$ cat config.mk
export PLATFORM = sky130hd
export DESIGN_NAME = time_set_ctrl_flat
export DESIGN_NICKNAME = d
export VERILOG_FILES = /design/src/rtl/time_set_ctrl_if.sv /design/src/rtl/time_set_ctrl.sv /design/src/flat_wrapper.sv
export SDC_FILE = /design/constraint.sdc
export NUM_CORES = 1
export LEC_CHECK = 0
export ABC_AREA = 1
export CORE_MARGIN = 8
export CORE_UTILIZATION = 49
export CTS_CLUSTER_SIZE = 12
export DETAILED_ROUTE_END_ITERATION = 6
export HOLD_SLACK_MARGIN = 0.15
export PLACE_DENSITY = 0.77
export SETUP_SLACK_MARGIN = 0.4
export SLEW_MARGIN = 0
export SYNTH_ARGS = -nofsm -noshare
export SYNTH_HDL_FRONTEND = slang
export SYNTH_SLANG_ARGS = --single-unit
$ cat constraint.sdc
create_clock -name clk_out -period 3.3 [get_ports clk_out]
set_clock_uncertainty 0.15 [all_clocks]
set_input_delay 0.33 -clock clk_out [delete_from_list [all_inputs] [get_ports clk_out]]
set_output_delay 0.33 -clock clk_out [all_outputs]
set_load 0.03 [all_outputs]
$ cat src/rtl/time_set_ctrl_if.sv
// Datapath bus between the time-set controller and the clock datapath.
// master: controller side, which reads the current BCD digits and drives the
//         load enable, the digit selector and the value to load.
// slave:  datapath side.
//   cur_h1..cur_s2  4b each  current BCD digits (h1 = tens of hours ... s2 = units of seconds)
//   load            1b       load enable
//   select          3b       digit selector: 5=h1, 4=h2, 3=m1, 2=m2, 1=s1, 0=s2
//   loadin          4b       BCD value to load into the selected digit
interface time_set_ctrl_if;
  localparam int unsigned DIG_W = 4;
  localparam int unsigned IDX_W = 3;

  logic [DIG_W-1:0] cur_h1;
  logic [DIG_W-1:0] cur_h2;
  logic [DIG_W-1:0] cur_m1;
  logic [DIG_W-1:0] cur_m2;
  logic [DIG_W-1:0] cur_s1;
  logic [DIG_W-1:0] cur_s2;
  logic             load;
  logic [IDX_W-1:0] select;
  logic [DIG_W-1:0] loadin;

  modport master (
    input  cur_h1, cur_h2, cur_m1, cur_m2, cur_s1, cur_s2,
    output load, select, loadin
  );

  modport slave (
    output cur_h1, cur_h2, cur_m1, cur_m2, cur_s1, cur_s2,
    input  load, select, loadin
  );
endinterface

$ cat src/rtl/time_set_ctrl.sv
// Time-set controller: steps through the six clock digits with the mode
// button, adjusts the selected digit with inc/dec (wrapping within the
// digit's legal range), writes each value straight into the datapath while
// editing, and auto-exits after TIMEOUT quiet cycles.
// Ports:
//   clk_out    in   clock, all state changes on the rising edge
//   rst_n      in   asynchronous active-low reset
//   btn_mode   in   mode button (synchronous, debounced level)
//   btn_inc    in   increment button (level)
//   btn_dec    in   decrement button (level)
//   dp         master modport of time_set_ctrl_if (cur digits in; load/select/loadin out)
//   editing    out  high while editing
//   blink      out  blink phase for the selected digit
//   done       out  one-cycle pulse on normal completion
//   timeout    out  one-cycle pulse on auto-exit
// All outputs are decoded from registers only; no input-to-output path.
module time_set_ctrl #(
  parameter int unsigned TIMEOUT = 30,
  parameter int unsigned BLINK   = 1
) (
  input  logic                  clk_out,
  input  logic                  rst_n,
  input  logic                  btn_mode,
  input  logic                  btn_inc,
  input  logic                  btn_dec,
  time_set_ctrl_if.master       dp,
  output logic                  editing,
  output logic                  blink,
  output logic                  done,
  output logic                  timeout
);

  localparam int unsigned DIG_W = 4;
  localparam int unsigned IDX_W = 3;
  localparam int unsigned CNT_W = 16;
  localparam int unsigned BLK_W = 8;

  localparam logic [IDX_W-1:0] IDX_H1     = IDX_W'(5);
  localparam logic [IDX_W-1:0] IDX_H2     = IDX_W'(4);
  localparam logic [CNT_W-1:0] IDLE_LAST  = CNT_W'(TIMEOUT - 1);
  localparam logic [BLK_W-1:0] BLINK_LAST = BLK_W'(BLINK - 1);

  typedef enum logic [1:0] {
    IDLE   = 2'd0,
    EDIT   = 2'd1,
    COMMIT = 2'd2
  } state_t;

  state_t           state_q, state_d;
  logic [IDX_W-1:0] idx_q, idx_d;
  logic [DIG_W-1:0] val_q, val_d;
  logic [DIG_W-1:0] h1_q, h1_d;
  logic [CNT_W-1:0] idle_q, idle_d;
  logic [BLK_W-1:0] bcnt_q, bcnt_d;
  logic             blink_q, blink_d;
  logic             to_q, to_d;
  logic             mode_prev, inc_prev, dec_prev;

  logic             mode_ev, inc_ev, dec_ev;
  logic [IDX_W-1:0] idx_dn;
  logic [DIG_W-1:0] h1_eff;
  logic [DIG_W-1:0] max_cur, max_dn;
  logic [DIG_W-1:0] seed_raw, seed;

  // Largest legal BCD value for a digit position; h2 depends on the hours tens.
  function automatic logic [DIG_W-1:0] digit_max(input logic [IDX_W-1:0] i,
                                                 input logic [DIG_W-1:0] h1);
    logic [DIG_W-1:0] m;
    case (i)
      IDX_W'(0): m = DIG_W'(9);
      IDX_W'(1): m = DIG_W'(5);
      IDX_W'(2): m = DIG_W'(9);
      IDX_W'(3): m = DIG_W'(5);
      IDX_W'(4): m = (h1 == DIG_W'(2)) ? DIG_W'(3) : DIG_W'(9);
      IDX_W'(5): m = DIG_W'(2);
      default:   m = DIG_W'(9);
    endcase
    return m;
  endfunction

  // Rising-edge button events; a held button yields one event.
  assign mode_ev = btn_mode & ~mode_prev;
  assign inc_ev  = btn_inc  & ~inc_prev;
  assign dec_ev  = btn_dec  & ~dec_prev;

  // Seed for the next digit: h1 is being captured in the same cycle we leave
  // idx 5, so the h2 limit must use the live value rather than h1_q.
  assign idx_dn  = idx_q - IDX_W'(1);
  assign h1_eff  = (idx_q == IDX_H1) ? val_q : h1_q;
  assign max_cur = digit_max(idx_q, h1_q);
  assign max_dn  = digit_max(idx_dn, h1_eff);

  always_comb begin
    case (idx_dn)
      IDX_W'(4): seed_raw = dp.cur_h2;
      IDX_W'(3): seed_raw = dp.cur_m1;
      IDX_W'(2): seed_raw = dp.cur_m2;
      IDX_W'(1): seed_raw = dp.cur_s1;
      IDX_W'(0): seed_raw = dp.cur_s2;
      default:   seed_raw = dp.cur_h1;
    endcase
  end

  assign seed = (seed_raw > max_dn) ? DIG_W'(0) : seed_raw;

  // Button history registers.
  always_ff @(posedge clk_out or negedge rst_n) begin
    if (!rst_n) begin
      mode_prev <= 1'b0;
      inc_prev  <= 1'b0;
      dec_prev  <= 1'b0;
    end else begin
      mode_prev <= btn_mode;
      inc_prev  <= btn_inc;
      dec_prev  <= btn_dec;
    end
  end

  // FSM and datapath state register.
  always_ff @(posedge clk_out or negedge rst_n) begin
    if (!rst_n) begin
      state_q <= IDLE;
      idx_q   <= IDX_H1;
      val_q   <= '0;
      h1_q    <= '0;
      idle_q  <= '0;
      bcnt_q  <= '0;
      blink_q <= 1'b0;
      to_q    <= 1'b0;
    end else begin
      state_q <= state_d;
      idx_q   <= idx_d;
      val_q   <= val_d;
      h1_q    <= h1_d;
      idle_q  <= idle_d;
      bcnt_q  <= bcnt_d;
      blink_q <= blink_d;
      to_q    <= to_d;
    end
  end

  // Next-state and output decode.
  always_comb begin
    state_d    = state_q;
    idx_d      = idx_q;
    val_d      = val_q;
    h1_d       = h1_q;
    idle_d     = idle_q;
    bcnt_d     = '0;
    blink_d    = 1'b0;
    to_d       = 1'b0;
    dp.load    = 1'b0;
    dp.select  = IDX_H1;
    dp.loadin  = '0;
    editing    = 1'b0;
    blink      = 1'b0;
    done       = 1'b0;
    timeout    = to_q;

    case (state_q)
      IDLE: begin
        if (mode_ev) begin
          state_d = EDIT;
          idx_d   = IDX_H1;
          val_d   = dp.cur_h1;
          idle_d  = '0;
          blink_d = 1'b1;
        end
      end

      EDIT: begin
        dp.load   = 1'b1;
        dp.select = idx_q;
        dp.loadin = val_q;
        editing   = 1'b1;
        blink     = blink_q;

        if (mode_ev) begin
          // Mode wins; inc/dec seen in the same cycle are dropped.
          idle_d = '0;
          if (idx_q == IDX_W'(0)) begin
            state_d = COMMIT;
          end else begin
            if (idx_q == IDX_H1) h1_d = val_q;
            idx_d = idx_dn;
            val_d = seed;
          end
        end else if (inc_ev || dec_ev) begin
          idle_d = '0;
          if (inc_ev && !dec_ev) begin
            val_d = (val_q >= max_cur) ? DIG_W'(0) : val_q + DIG_W'(1);
          end else if (dec_ev && !inc_ev) begin
            val_d = (val_q == DIG_W'(0) || val_q > max_cur) ? max_cur : val_q - DIG_W'(1);
          end
        end else if (idle_q >= IDLE_LAST) begin
          state_d = IDLE;
          to_d    = 1'b1;
        end else begin
          // Bounded by IDLE_LAST above, so this never wraps.
          idle_d = idle_q + CNT_W'(1);
        end

        // Blink restarts lit whenever the shown digit or its value moves.
        if (state_d == EDIT) begin
          if (idx_d != idx_q || val_d != val_q) begin
            blink_d = 1'b1;
            bcnt_d  = '0;
          end else if (bcnt_q >= BLINK_LAST) begin
            blink_d = ~blink_q;
            bcnt_d  = '0;
          end else begin
            blink_d = blink_q;
            bcnt_d  = bcnt_q + BLK_W'(1);
          end
        end
      end

      COMMIT: begin
        done    = 1'b1;
        state_d = IDLE;
      end

      default: begin
        state_d = IDLE;
      end
    endcase
  end

endmodule

$ cat src/flat_wrapper.sv
// flat-port wrapper written by rule: the top's interface ports become plain ports
module time_set_ctrl_flat 
#(
  parameter int unsigned TIMEOUT = 30,
  parameter int unsigned BLINK   = 1
)
  (clk_out, rst_n, btn_mode, btn_inc, btn_dec, editing, blink, done, timeout, dp_cur_h1, dp_cur_h2, dp_cur_m1, dp_cur_m2, dp_cur_s1, dp_cur_s2, dp_load, dp_select, dp_loadin);
  time_set_ctrl_if dp_i ();
  input  logic clk_out;
  input  logic rst_n;
  input  logic btn_mode;
  input  logic btn_inc;
  input  logic btn_dec;
  output logic editing;
  output logic blink;
  output logic done;
  output logic timeout;
  input wire logic [$bits(dp_i.cur_h1)-1:0] dp_cur_h1;
  input wire logic [$bits(dp_i.cur_h2)-1:0] dp_cur_h2;
  input wire logic [$bits(dp_i.cur_m1)-1:0] dp_cur_m1;
  input wire logic [$bits(dp_i.cur_m2)-1:0] dp_cur_m2;
  input wire logic [$bits(dp_i.cur_s1)-1:0] dp_cur_s1;
  input wire logic [$bits(dp_i.cur_s2)-1:0] dp_cur_s2;
  output wire logic [$bits(dp_i.load)-1:0] dp_load;
  output wire logic [$bits(dp_i.select)-1:0] dp_select;
  output wire logic [$bits(dp_i.loadin)-1:0] dp_loadin;
  assign dp_i.cur_h1 = dp_cur_h1;
  assign dp_i.cur_h2 = dp_cur_h2;
  assign dp_i.cur_m1 = dp_cur_m1;
  assign dp_i.cur_m2 = dp_cur_m2;
  assign dp_i.cur_s1 = dp_cur_s1;
  assign dp_i.cur_s2 = dp_cur_s2;
  assign dp_load = dp_i.load;
  assign dp_select = dp_i.select;
  assign dp_loadin = dp_i.loadin;
  time_set_ctrl #(.TIMEOUT(TIMEOUT), .BLINK(BLINK)) u_core (.clk_out(clk_out), .rst_n(rst_n), .btn_mode(btn_mode), .btn_inc(btn_inc), .btn_dec(btn_dec), .dp(dp_i), .editing(editing), .blink(blink), .done(done), .timeout(timeout));
endmodule
* After elaboration in Yosys (flattened, before gate mapping)
Cells that the tools add are included.
** Storage, ports and cells
- Register bits after elaboration :: 42
- Bits in latches :: 0
- Memory bits (writable) :: 0
- Bits in read-only memories :: 0
- Output and inout port bits :: 12
- Logic and storage cells :: 117
- Memories kept :: 0
** Operators by class
- Add/subtract/negate cells :: 5
- Multipliers :: 0
- Div/mod/pow operators :: 0
- $lt $le $gt $ge :: 5
- Eq/ne operators :: 19
- Shifts and indexed selects :: 0
- Muxes and demuxes :: 52
- Bitwise logic cells :: 8
- Reduce and logical (&&, ||, !) cells :: 17
** Operators with widths (number)
- 16-bit 2-to-1 mux :: 4
- 4-bit 2-to-1 mux :: 14
- 8-bit 2-to-1 mux :: 4
- 16-bit one-hot mux with 2 select lines :: 1
- 4-bit one-hot mux with 3 select lines :: 2
- 4-bit one-hot mux with 5 select lines :: 1
- 16-bit by 1-bit adder with 16-bit output, second input constant :: 1
- 16-bit by 5-bit >= comparator with 1-bit output, second input constant :: 1
- 3-bit 2-to-1 mux :: 5
- 3-bit == test, second input constant :: 4
- 2-bit 2-to-1 mux :: 6
- 1-bit 2-to-1 mux :: 11
- 3-bit by 2-bit == test with 1-bit output, second input constant :: 3
- 8-bit by 1-bit adder with 8-bit output, second input constant :: 1
- 4-bit by 2-bit == test with 1-bit output, second input constant :: 2
- 8-bit by 1-bit >= comparator with 1-bit output, second input constant :: 1
- 4-bit greater-than comparator :: 2
- 4-bit one-hot mux with 2 select lines :: 1
- 3-bit by 1-bit == test with 1-bit output, second input constant :: 2
- 3-bit logical NOT :: 2
- 3-bit one-hot mux with 2 select lines :: 1
- 3-bit AND reduction :: 2
- 1-bit NOT :: 5
- 4-bit by 1-bit adder with 4-bit output, second input constant :: 1
- other kinds (21) :: 29

* Depth between registers and ports, before layout
Gate-level depths: netlist (run 1).
- Depth after elaboration :: 16
- Gate-level depth with buffers :: 26

* Worst setup path before layout (run 1)
OpenSTA, ideal clock, no wires.
- Path type :: register to register
- From :: register u_core.idx_q[0]
- To :: register u_core.blink_q
- Setup time :: 0.115 ns
- Data arrival time :: 3.102 ns
- Data required time :: 3.035 ns
- Path slack :: -0.067 ns
- Cell stages (with the launch flop) :: 20
- Period minus slack after synthesis :: 3.367 ns
- Cells stage by stage :: dfstp_2 ha_1 buf_2 nand2_2 nand2_1 o21ai_0 or4_1 o21ai_1 nand3_1 ha_1 a21oi_1 o21ai_0 a21oi_1 a21oi_1 nand2_1 nand2_1 nand2_1 nand3_1 nor2_1 nor2_1
** On the way
- Longest elaborated chain between the ends :: 16
** RTL lines
- from (decl) :: RTL line time_set_ctrl.sv:50 : logic [IDX_W-1:0] idx_q, idx_d;
- from (signal assigned) :: RTL line time_set_ctrl.sv:132 : idx_q <= idx_d;
- branches (longest 14 deep; another with 4-bit greater-than comparator)
- 1-bit 2-to-1 mux (*) :: RTL line time_set_ctrl.sv:204 : if (state_d == EDIT) begin
- 1-bit one-hot mux with 2 select lines (*) :: RTL line time_set_ctrl.sv:160 : case (state_q)
- via u_core.blink_d :: RTL line time_set_ctrl.sv:55 : logic blink_q, blink_d;
- to (signal assigned) :: RTL line time_set_ctrl.sv:137 : blink_q <= blink_d;
- to (decl) :: RTL line time_set_ctrl.sv:55
Mark *: on every way through the listed nets, which the timed path passes. The select of a mux whose other input is x is not followed.
A chain may end at the register's enable or synchronous reset.

* Final worst setup path (run 1)
Same ends and word-level chain as after synthesis.

==> results of run 1 <==
what timing repair did:
action                                  4_1_cts  5_1_grt
resized for setup                             6       30
pin swaps                                     3       11
endpoints found under the setup margin        5        5
buffers inserted                              4        3
path summary, 6_finish.rpt:
check                             startpoint                 to  slack [ns]
min reg2reg                u_core.idle_q[15]  u_core.idle_q[15]        0.35
min in group clk_out       u_core.idle_q[15]  u_core.idle_q[15]        0.35
max reg2reg                  u_core.idx_q[0]     u_core.blink_q        0.03
max                          u_core.idx_q[0]     u_core.blink_q        0.03
max in group asynchronous              rst_n    u_core.idx_q[2]        2.37
min                                    rst_n  u_core.idle_q[10]        0.28
where the power goes:
group / switching [uW] / internal (uW) / leakage, uW
combinational: 1730 / 1060 / 0.00122
clock: 158 / 303 / 0.0000683
sequential: 97.8 / 520 / 0.000438
cells in the mapped netlist:
| master | count | area, sq um |
|---|---|---|
| buf_6 | 2 | 22.5 |
| nand3_1 | 33 | 165 |
| or4_1 | 1 | 7.51 |
| nand3_2 | 5 | 50.1 |
| buf_4 | 1 | 7.51 |
| dfrtp_1 | 32 | 801 |
| o21ai_0 | 16 | 80.1 |
| o221ai_1 | 1 | 8.76 |
| nand4_1 | 9 | 56.3 |
| a21oi_2 | 2 | 17.5 |
| clkbuf_1 | 2 | 7.51 |
| xor2_1 | 2 | 17.5 |
| a31oi_1 | 1 | 6.26 |
| o21a_1 | 2 | 15.0 |
| a21oi_1 | 22 | 110 |
| inv_4 | 1 | 6.26 |
| inv_2 | 5 | 18.8 |
| o21ai_1 | 5 | 25.0 |
| nor2_2 | 3 | 18.8 |
| nor2_1 | 47 | 176 |
| a21boi_1 | 1 | 7.51 |
| o2111ai_1 | 1 | 8.76 |
| nor4_1 | 2 | 12.5 |
| nor3_1 | 4 | 20.0 |
| xnor2_1 | 3 | 26.3 |
| inv_1 | 58 | 218 |
| dfstp_2 | 2 | 52.6 |
| nand2_1 | 98 | 368 |
| ha_1 | 18 | 225 |
| buf_2 | 2 | 10.0 |
| o22ai_1 | 3 | 18.8 |
| o211ai_1 | 1 | 7.51 |
| nand2_2 | 4 | 25.0 |
layout by cell type, fill, tap and decap left out, drive strengths merged, types with 2 or more instances in the layout:
cell / count
dfrtp: 32
xnor2: 3
clkbuf: 5
clkdlybuf4s50: 40
buf: 20
nand3: 38
ha: 18
o21a: 2
nor4: 2
nor2: 50
o22ai: 3
nand4: 9
nor3: 4
xor2: 2
inv: 64
dfstp: 2
o21ai: 21
a21oi: 24
bufinv: 2
nand2: 102
layer usage:
layer	vias to the layer above	part of all wire [%]	GRT usage, %
li1	1377	-	-
met1	1303	42	25.7
met2	114	48	32.3
met3	26	6.1	3.31
met4	0	3.2	8.31
met5	-	0	0
flip-flops by register name, indices dropped and copies added (netlist names):
register	cells
u_core.idle_q	16
u_core.mode_prev	1
u_core.inc_prev	1
u_core.timeout	1
u_core.h1_q	4
u_core.val_q	4
u_core.dec_prev	1
u_core.blink_q	1
u_core.state_q	2
u_core.idx_q	3
area by class of cell:
| cell class | count | area, sq um | area share [%] |
|---|---|---|---|
| tap | 70 | 87.6 | 2.49 |
| timing repair buffer | 60 | 551 | 15.7 |
| clock inverter | 3 | 68.8 | 1.96 |
| inverter | 64 | 243 | 6.91 |
| clock buffer | 5 | 68.8 | 1.96 |
| multi-input combinational | 284 | 1640 | 46.7 |
| sequential | 34 | 853 | 24.3 |
logic make-up after synthesis:
group,count (synthesis)
and+or+nand+nor,206
buffers and inverters,71
AOI/OAI and AO/OA,55
DFF,34
adders and majority gates,18
xor gates and xnor gates,5
through the flow:
step / utilization [%] / instance area (sq um) / hold slack, ns / TNS, ns
2_1_floorplan: - / 2640 / -0.116 / 0
3_3_place_gp: 61.6 / 3170 / 0.333 / 0
3_5_place_dp: 61.6 / 3170 / 0.335 / -0.0180
4_1_cts: 65.4 / 3360 / 0.296 / 0
5_1_grt: 68.4 / 3510 / 0.328 / -0.197
6_report: 68.4 / 3510 / 0.284 / 0
==> reports/summary.txt, run 1 <==
Hold-fix buffers, CTS = 0
Die Width = 89.1 um
Tmin final = 3.27 ns
Critical path depth in cells = 18
Post-DR vias/cell = 5.42
GR Util All Layers = 20.0%
Synth Area in Compound Gates = 11.7%
Critical path startpoint category = register
Post-synth net total = 436
Area Overhead vs Synth = 34.3%
Crit path max fanout = 8
Net count, final = 496
Core area = 0.00514 sq mm
Critical Path End Type = register
Post-Syn Area = 0.00262 sq mm
Tightest Pin Transition = 0.553 ns
Final Routed Wirelength = 7790 um
Worst Hold Class = input pin to asynchronous set/reset pin
CP max-delay cell = dfstp_2
Routed wire per std cell = 15.0 um
Die area = 0.00794 sq mm
Netlist cell types = 33
RD Place Congestion = 0.946
CTS clk-pin slew, worst paths = 0.07 ns
H-tree Lvls = 2
Die span in y = 89.1 um
Global-route wire length before repair = 12300 um
Filler cells = 457
Seq/Total Area, Yosys = 32.6%
Critical path class = register to register
Initial antenna violation count = 0
Power Density = 1100 mW/mm^2
Diodes inserted = 0
Pre-CTS setup slack = -0.0180 ns
Cells along the critical path = ha_4, nand2_8, nand2_1, o21ai_0, or4_4, o21ai_2, nand3_2, ha_4, a21oi_2, o21ai_2, a21oi_2, a21oi_2, nand2_1, nand2_1, nand2_1, nand3_1, nor2_1, nor2_1
WP data required = 3.33 ns
Worst path bufs/invs = 0
Adder-cell share of the synthesized area = 8.60%
RSZ-0062 raised after global routing = true
Share of layout cells above drive strength 1 = 17.3%
LEAKAGE = 0.00172 uW
Most frequent CP cell = nand2_1
Pwr Total = 3870 uW
Drt pass-1 iters = 5
Routed via count = 2820
Initial drt markers = 218
Final Hold Fails = 0
Simple-gate share of the synthesized area = 34.4%
VDD IR max = 736 uV
Initial core utilization = 50.9%
Clock buffer count from CTS = 5
Vias in the first global route = 2626
CP max stage delay = 0.59 ns
Max Cap Violations = 0
DRC = 0
Clk sinks = 34
Worst Reg-to-Reg Cells = 18
Slew Limit Fails = 0
Syn Inst Count = 389
Maximum clock frequency = 0.306 GHz
Period utilization = 99.1%
Grt ovf = 0
Normalized max-slew margin = 62.7%
XOR/XNOR share of the synthesized area = 1.67%
Worst-Skew Late Latency = 0.29 ns
DP HPWL = 5700 um
Root Buffer = clkbuf_8
CP delay by family, top = simple AND/OR/NAND/NOR gates
CTS tree = built
Mux contribution to synthesized area = 0%
Layout Cells excl Fill = 520
Dpl cells = 505
Pin count of the biggest net entering global routing = 35
Final setup margin = 0.0293 ns
Seq cells post-synth = 34
Synth Warn # = 0
Run status = completed
Setup violators final = 0
I/O pin cnt = 41
Row count = 26
Mean post-synth cell area = 6.73 sq um
Clk buf depth = 2
Largest family of logic cells by synthesized area = simple AND/OR/NAND/NOR gates
CP arrival = 3.30 ns
ANT nets after route = 0
Port Buffers = 40
Note: power is estimated with default switching activity, not from simulation.
==> run 2: changes to the inputs <==
- SKIP_LAST_GASP: unset -> 1
==> run 2 against run 1 <==
Against the previous run:
- die area unchanged
- critical path depth rose by 1
- cell area decreased by 0.25%
- combinational power about the same
- register-to-register slack worse by 0.02 ns
- worst hold slack worse by 0.0028 ns
- sequential cell count unchanged
- maximum frequency is 0.73% lower
- clock-buffer cell count is the same
- largest cell class unchanged
==> reports/summary.txt, run 2 (synthesis results as in run 1) <==
Pin count of the biggest net entering global routing = 35 (unchanged)
Reg2reg start = u_core.idx_q[0]
Most frequent cells in the layout = 96 x nand2_1, 57 x inv_1, 44 x nor2_1
I/O pin cnt = 41 (unchanged)
Net count, final = 496 (unchanged)
Max reg flops = 16 (unchanged)
Worst Reg-to-Reg Cells = 19 (+1)
Root Buffer = clkbuf_8
Register Area = 853 sq um (unchanged)
Clk buf depth = 2 (unchanged)
CP max stage delay = 0.59 ns (about the same)
Filler cells = 457 (unchanged)
Share of layout cells above drive strength 1 = 16.7% (-0.67 points)
LEAKAGE = 0.00172 uW (about the same)
Routed via count = 2800 (-0.71%)
Critical path class = register to register
Post-DR vias/cell = 5.38 (-0.71%)
Maximum clock frequency = 0.304 GHz (-0.73%)
WP data required = 3.34 ns (about the same)
Largest Register = u_core.idle_q
CTS clk-pin slew, worst paths = 0.07 ns (about the same)
GR Util All Layers = 20.0% (unchanged)
CP arrival = 3.33 ns (+0.03 ns)
Cells along the critical path = ha_4, nand2_8, nand2_1, o21ai_0, or4_4, o21ai_2, nand3_2, ha_4, a21oi_2, o21ai_2, a21oi_2, a21oi_2, nand2_1, nand2_1, nand2_1, nor2_1, nand2_1, nor2_1, nor2_1
Row count = 26 (unchanged)
Commonest non-fill, non-tap cell in the layout = nand2_1
Core area = 0.00514 sq mm (unchanged)
Global-route wire length before repair = 12300 um (unchanged)
Initial drt markers = 243 (+11%)
Period utilization = 99.8% (+0.73 points)
ANT nets after route = 0 (unchanged)
Hold-fix buffers, CTS = 0 (unchanged)
Tmin final = 3.29 ns (+0.0239 ns)
Max Cap Violations = 0 (unchanged)
Diodes inserted = 0 (unchanged)
H-tree Lvls = 2 (unchanged)
Die span in y = 89.1 um (unchanged)
CTS tree = built
Finished Cell Area = 0.00351 sq mm (-0.25%)
Critical path startpoint category = register
Run status = completed
WHS = 0.281 ns (-0.00279 ns)
Routed wire per std cell = 14.8 um (-1.6%)
RSZ-0062 raised after global routing = true
Slew Limit Fails = 0 (unchanged)
Post-route core utilization = 68.2% (-0.17 points)
CP max-delay cell = dfstp_2
DRC = 0 (unchanged)
Worst-Skew Late Latency = 0.29 ns (about the same)
VDD IR max = 735 uV (-0.22%)
Area of the multi-input gates = 0.00163 sq mm (-0.53%)
Area Overhead vs Synth = 33.9%
Worst r2r dst = u_core.blink_q
Cell Area, Placed = 0.00317 sq mm (unchanged)
Grt ovf = 0 (unchanged)
Clock buffer count from CTS = 5 (unchanged)
Pwr Total = 3830 uW (-1.0%)
Tightest Pin Transition = 0.550 ns (-0.00305 ns)
Normalized max-slew margin = 62.9% (+0.21 points)
DP HPWL = 5700 um (unchanged)
R2R Setup Slk = 0.005 ns (-0.02 ns)
Final Routed Wirelength = 7670 um (-1.6%)
Vias in the first global route = 2626 (unchanged)
Power Density = 1090 mW/mm^2 (-0.77%)
Initial core utilization = 50.9% (unchanged)
Setup violators final = 0 (unchanged)
Capture point of the worst path = u_core.blink_q
Drt pass-1 iters = 7 (+2)
Top Registers = u_core.idle_q x16, u_core.h1_q x4, u_core.val_q x4
Port Buffers = 40 (unchanged)
Die Width = 89.1 um (unchanged)
Worst Hold Class = input pin to asynchronous set/reset pin
Die area = 0.00794 sq mm (unchanged)
Most frequent CP cell = nand2_1
Final Hold Fails = 0 (unchanged)
Crit path from = u_core.idx_q[0]
RD Place Congestion = 0.946 (unchanged)
Crit path max fanout = 8 (unchanged)
Critical Path End Type = register
Clk sinks = 34 (unchanged)
Initial antenna violation count = 0 (unchanged)
[run 2: worst max-delay path, delay by kind of cell (launching register included)]
family	cells	cell delay, ns
compound gates	6	0.79
simple gates	11	1.19
fa+ha+maj	2	0.48
flops	1	0.59
[run 2: worst min path at each step]
| stage | end | cells after the start | slack (ns) | from |
|---|---|---|---|---|
| after floorplan | u_core.blink_q | 0 | -0.12 | rst_n |
| after global placement | u_core.idle_q[15] | 2 | 0.33 | u_core.idle_q[15] |
| after detailed placement | u_core.idle_q[7] | 2 | 0.34 | u_core.idle_q[7] |
| after CTS | u_core.idle_q[10] | 2 | 0.30 | rst_n |
| after global routing | u_core.idle_q[10] | 2 | 0.33 | rst_n |
| final | u_core.idle_q[10] | 2 | 0.28 | rst_n |
[run 2: stage by stage]
stage	setup TNS, ns	worst slack [ns]	instances
after floorplan	0	0.107	389
after global placement	0	0.0783	505
after detailed placement	-0.0180	-0.0180	505
after CTS	0	0.0593	517
after global routing	-0.197	-0.151	520
final	0	0.00541	520
[run 2: repair_timing]
item                       CTS  global route
setup endpoints to repair    5             5
pin swaps                    3            11
buffers inserted             4             3
hold endpoints to repair     0             0
resized for setup            6            27
gates cloned                 0             0
[run 2: layout make-up]
cell class,instances,area share (%)
clock buffers,5,1.96
clock inverters,3,1.96
inverters,64,6.92
flip-flops and latches,34,24.3
multi-input cells,284,46.6
repair buffers,60,15.7
well taps,70,2.50
[run 2: routing by layer]
layer	share of wire (%)	global-route usage [%]
met5	0	0
met2	48	32.3
met1	42	25.7
met4	3.1	8.31
met3	6.6	3.31
[run 2: report_power, final]
part / leakage (uW) / switching (uW) / internal [uW]
sequential: 0.000438 / 96.9 / 520
combinational: 0.00122 / 1710 / 1050
clock: 0.0000683 / 158 / 303
total: 0.00172 / 1960 / 1870
==> run 3: changes to the inputs <==
- CORE_ASPECT_RATIO: unset -> 0.9
==> run 3 against run 2 <==
Against the previous run:
- global-route usage is 1.3 points lower
- highest routed layer unchanged
- core utilization is 0.96 points lower
- register-to-register slack better by 0.04 ns
- largest power group unchanged
- cell area is 0.39% lower
- non-clock buffer count is 3 higher
- via count is 0.18% lower
- power is 1.8% lower
==> reports/summary.txt, run 3 (synthesis results as in run 1) <==
Busiest layer in global routing = met2
Global-route wire length before repair = 12100 um (-1.9%)
Setup violators final = 0 (unchanged)
Max reg flops = 16 (unchanged)
Area Overhead vs Synth = 33.4%
Critical Path End Type = register
Setup Total Neg Slack = 0 ns (unchanged)
I/O pin cnt = 41 (unchanged)
GR Util All Layers = 18.7% (-1.3 points)
Initial antenna violation count = 0 (unchanged)
RD Place Congestion = 0.988 (+4.4%)
Run status = completed
Grt ovf = 0 (unchanged)
Die Width = 93.0 um (+4.4%)
Register Area = 853 sq um (unchanged)
Largest Register = u_core.idle_q
Crit path from = u_core.idx_q[0]
Initial drt markers = 203 (-16%)
Slew Limit Fails = 0 (unchanged)
Hold-fix buffers, CTS = 0 (unchanged)
Die span in y = 85.3 um (-4.2%)
CTS tree = built
Worst-Skew Late Latency = 0.28 ns (about the same)
RSZ-0062 raised after global routing = true
GR met3 Demand/Resource = 3.88% (+0.57 points)
Crit path max fanout = 7 (-1)
Core area = 0.00519 sq mm (+1.0%)
Maximum clock frequency = 0.308 GHz (+1.4%)
LEAKAGE = 0.00171 uW (-0.76%)
Die area = 0.00794 sq mm (about the same)
Power Density = 1080 mW/mm^2 (-1.4%)
Pin count of the biggest net entering global routing = 35 (unchanged)
Final Hold Fails = 0 (unchanged)
Clk buf depth = 2 (unchanged)
Met2 track demand over resource = 31.5% (-0.80 points)
Most frequent CP cell = a21oi_2
Reg2reg start = u_core.idx_q[0]
Clk sinks = 34 (unchanged)
DP HPWL = 5710 um (+0.19%)
Top Registers = u_core.idle_q x16, u_core.h1_q x4, u_core.val_q x4
VDD IR max = 622 uV (-15%)
WHS = 0.293 ns (+0.0119 ns)
Final Routed Wirelength = 7460 um (-2.7%)
Root Buffer = clkbuf_8
M1 GR Usage = 22.7% (-2.9 points)
Row count = 25 (-3.8%)
Area of the multi-input gates = 0.00164 sq mm (+0.46%)
Vias in the first global route = 2642 (+0.61%)
Initial core utilization = 50.4% (-0.52 points)
Routed wire per std cell = 14.4 um (-2.7%)
Drt pass-1 iters = 5 (-2)
Tmin final = 3.25 ns (-0.0449 ns)
Clock buffer count from CTS = 5 (unchanged)
Net count, final = 499 (+0.60%)
CP delay by family, top = simple AND/OR/NAND/NOR gates
Worst path bufs/invs = 2 (+2)
Filler cells = 438 (-4.2%)
Critical path class = register to register
H-tree Lvls = 2 (unchanged)
Cells along the critical path = ha_4, nand2_8, nor2_4, a21oi_2, or4_4, o21ai_2, nand3_2, ha_4, a21oi_2, o21ai_2, a21oi_2, a21oi_2, nand2_1, buf_4, buf_4, nand2_1, o211ai_1
WP data required = 3.31 ns (-0.03 ns)
Commonest non-fill, non-tap cell in the layout = nand2_1
CP max-delay cell = dfstp_2
ANT nets after route = 0 (unchanged)
Post-DR vias/cell = 5.38 (-0.18%)
CP max stage delay = 0.57 ns (-0.02 ns)
Critical path startpoint category = register
Routed via count = 2795 (-0.18%)
Most frequent cells in the layout = 92 x nand2_1, 57 x inv_1, 44 x nor2_1
Normalized max-slew margin = 58.6% (-4.3 points)
Port Buffers = 40 (unchanged)
Worst Hold Class = input pin to asynchronous set/reset pin
Tightest Pin Transition = 0.614 ns (+0.0641 ns)
CTS clk-pin slew, worst paths = 0.07 ns (about the same)
Max Cap Violations = 0 (unchanged)
Period utilization = 98.5% (-1.4 points)
Diodes inserted = 0 (unchanged)
CP arrival = 3.26 ns (-0.07 ns)
Share of layout cells above drive strength 1 = 18.5% (+1.9 points)
DRC = 0 (unchanged)
[run 3: cell types whose count changed in the layout (fill, tap and decap cells not counted), moves of 2 or more]
cell | previous run | this run
bufinv_16 | 2 | 0
nand2_1 | 96 | 92
nand2_2 | 2 | 8
ha_1 | 14 | 12
buf_4 | 20 | 23
a21oi_1 | 16 | 14
nand2_4 | 3 | 1
a21oi_2 | 7 | 9
[run 3: per-layer routing]
layer	wire, um	vias up
met5	0	-
met4	118	0
met3	407	13
met2	3700	93
li1	-	1374
met1	3240	1315
[run 3: power by group]
part           switching (uW)  leakage, uW  internal (uW)  total (uW)
Combinational            1740      0.00122           1100        2840
Sequential               83.1     0.000438            520         603
Clock                     152    0.0000472            168         320
Total                    1970      0.00171           1790        3760
[run 3: final timing paths]
path / end / slack (ns) / cells after the start
min reg2reg: u_core.idle_q[8] / 0.35 / 2
max in group asynchronous: u_core.idx_q[0] / 2.36 / 2
max: u_core.val_q[2] / 0.05 / 17
min: u_core.idle_q[0] / 0.29 / 2
max reg2reg: u_core.val_q[2] / 0.05 / 17
min in group clk_out: u_core.idle_q[8] / 0.35 / 2
[run 3: stage by stage]
stage               power [uW]  setup WS, ns  std cells  utilization, %  area [sq um]
global placement          2910        0.0904        503            61.1          3170
finish                    3760        0.0504        520            67.3          3490
floorplan                 2300         0.107        389               -          2640
CTS                       3490        0.0828        516            65.4          3390
global route              4060       -0.0976        520            67.3          3490
detailed placement        2960       -0.0805        503            61.1          3170
[run 3: area by class of cell]
class                   instances  area share, %
inverters                      64           7.02
well taps                      67           2.40
repair buffers                 63           16.4
flip-flops and latches         34           24.4
multi-input cells             284           47.0
clock inverters                 2          0.358
clock buffers                   6           2.36
[run 3: repair_timing]
item | 4_1_cts | 5_1_grt
buffers inserted | 5 | 4
hold endpoints to repair | 0 | 0
pin swaps | 14 | 10
setup endpoints to repair | 5 | 5
resized for setup | 22 | 15
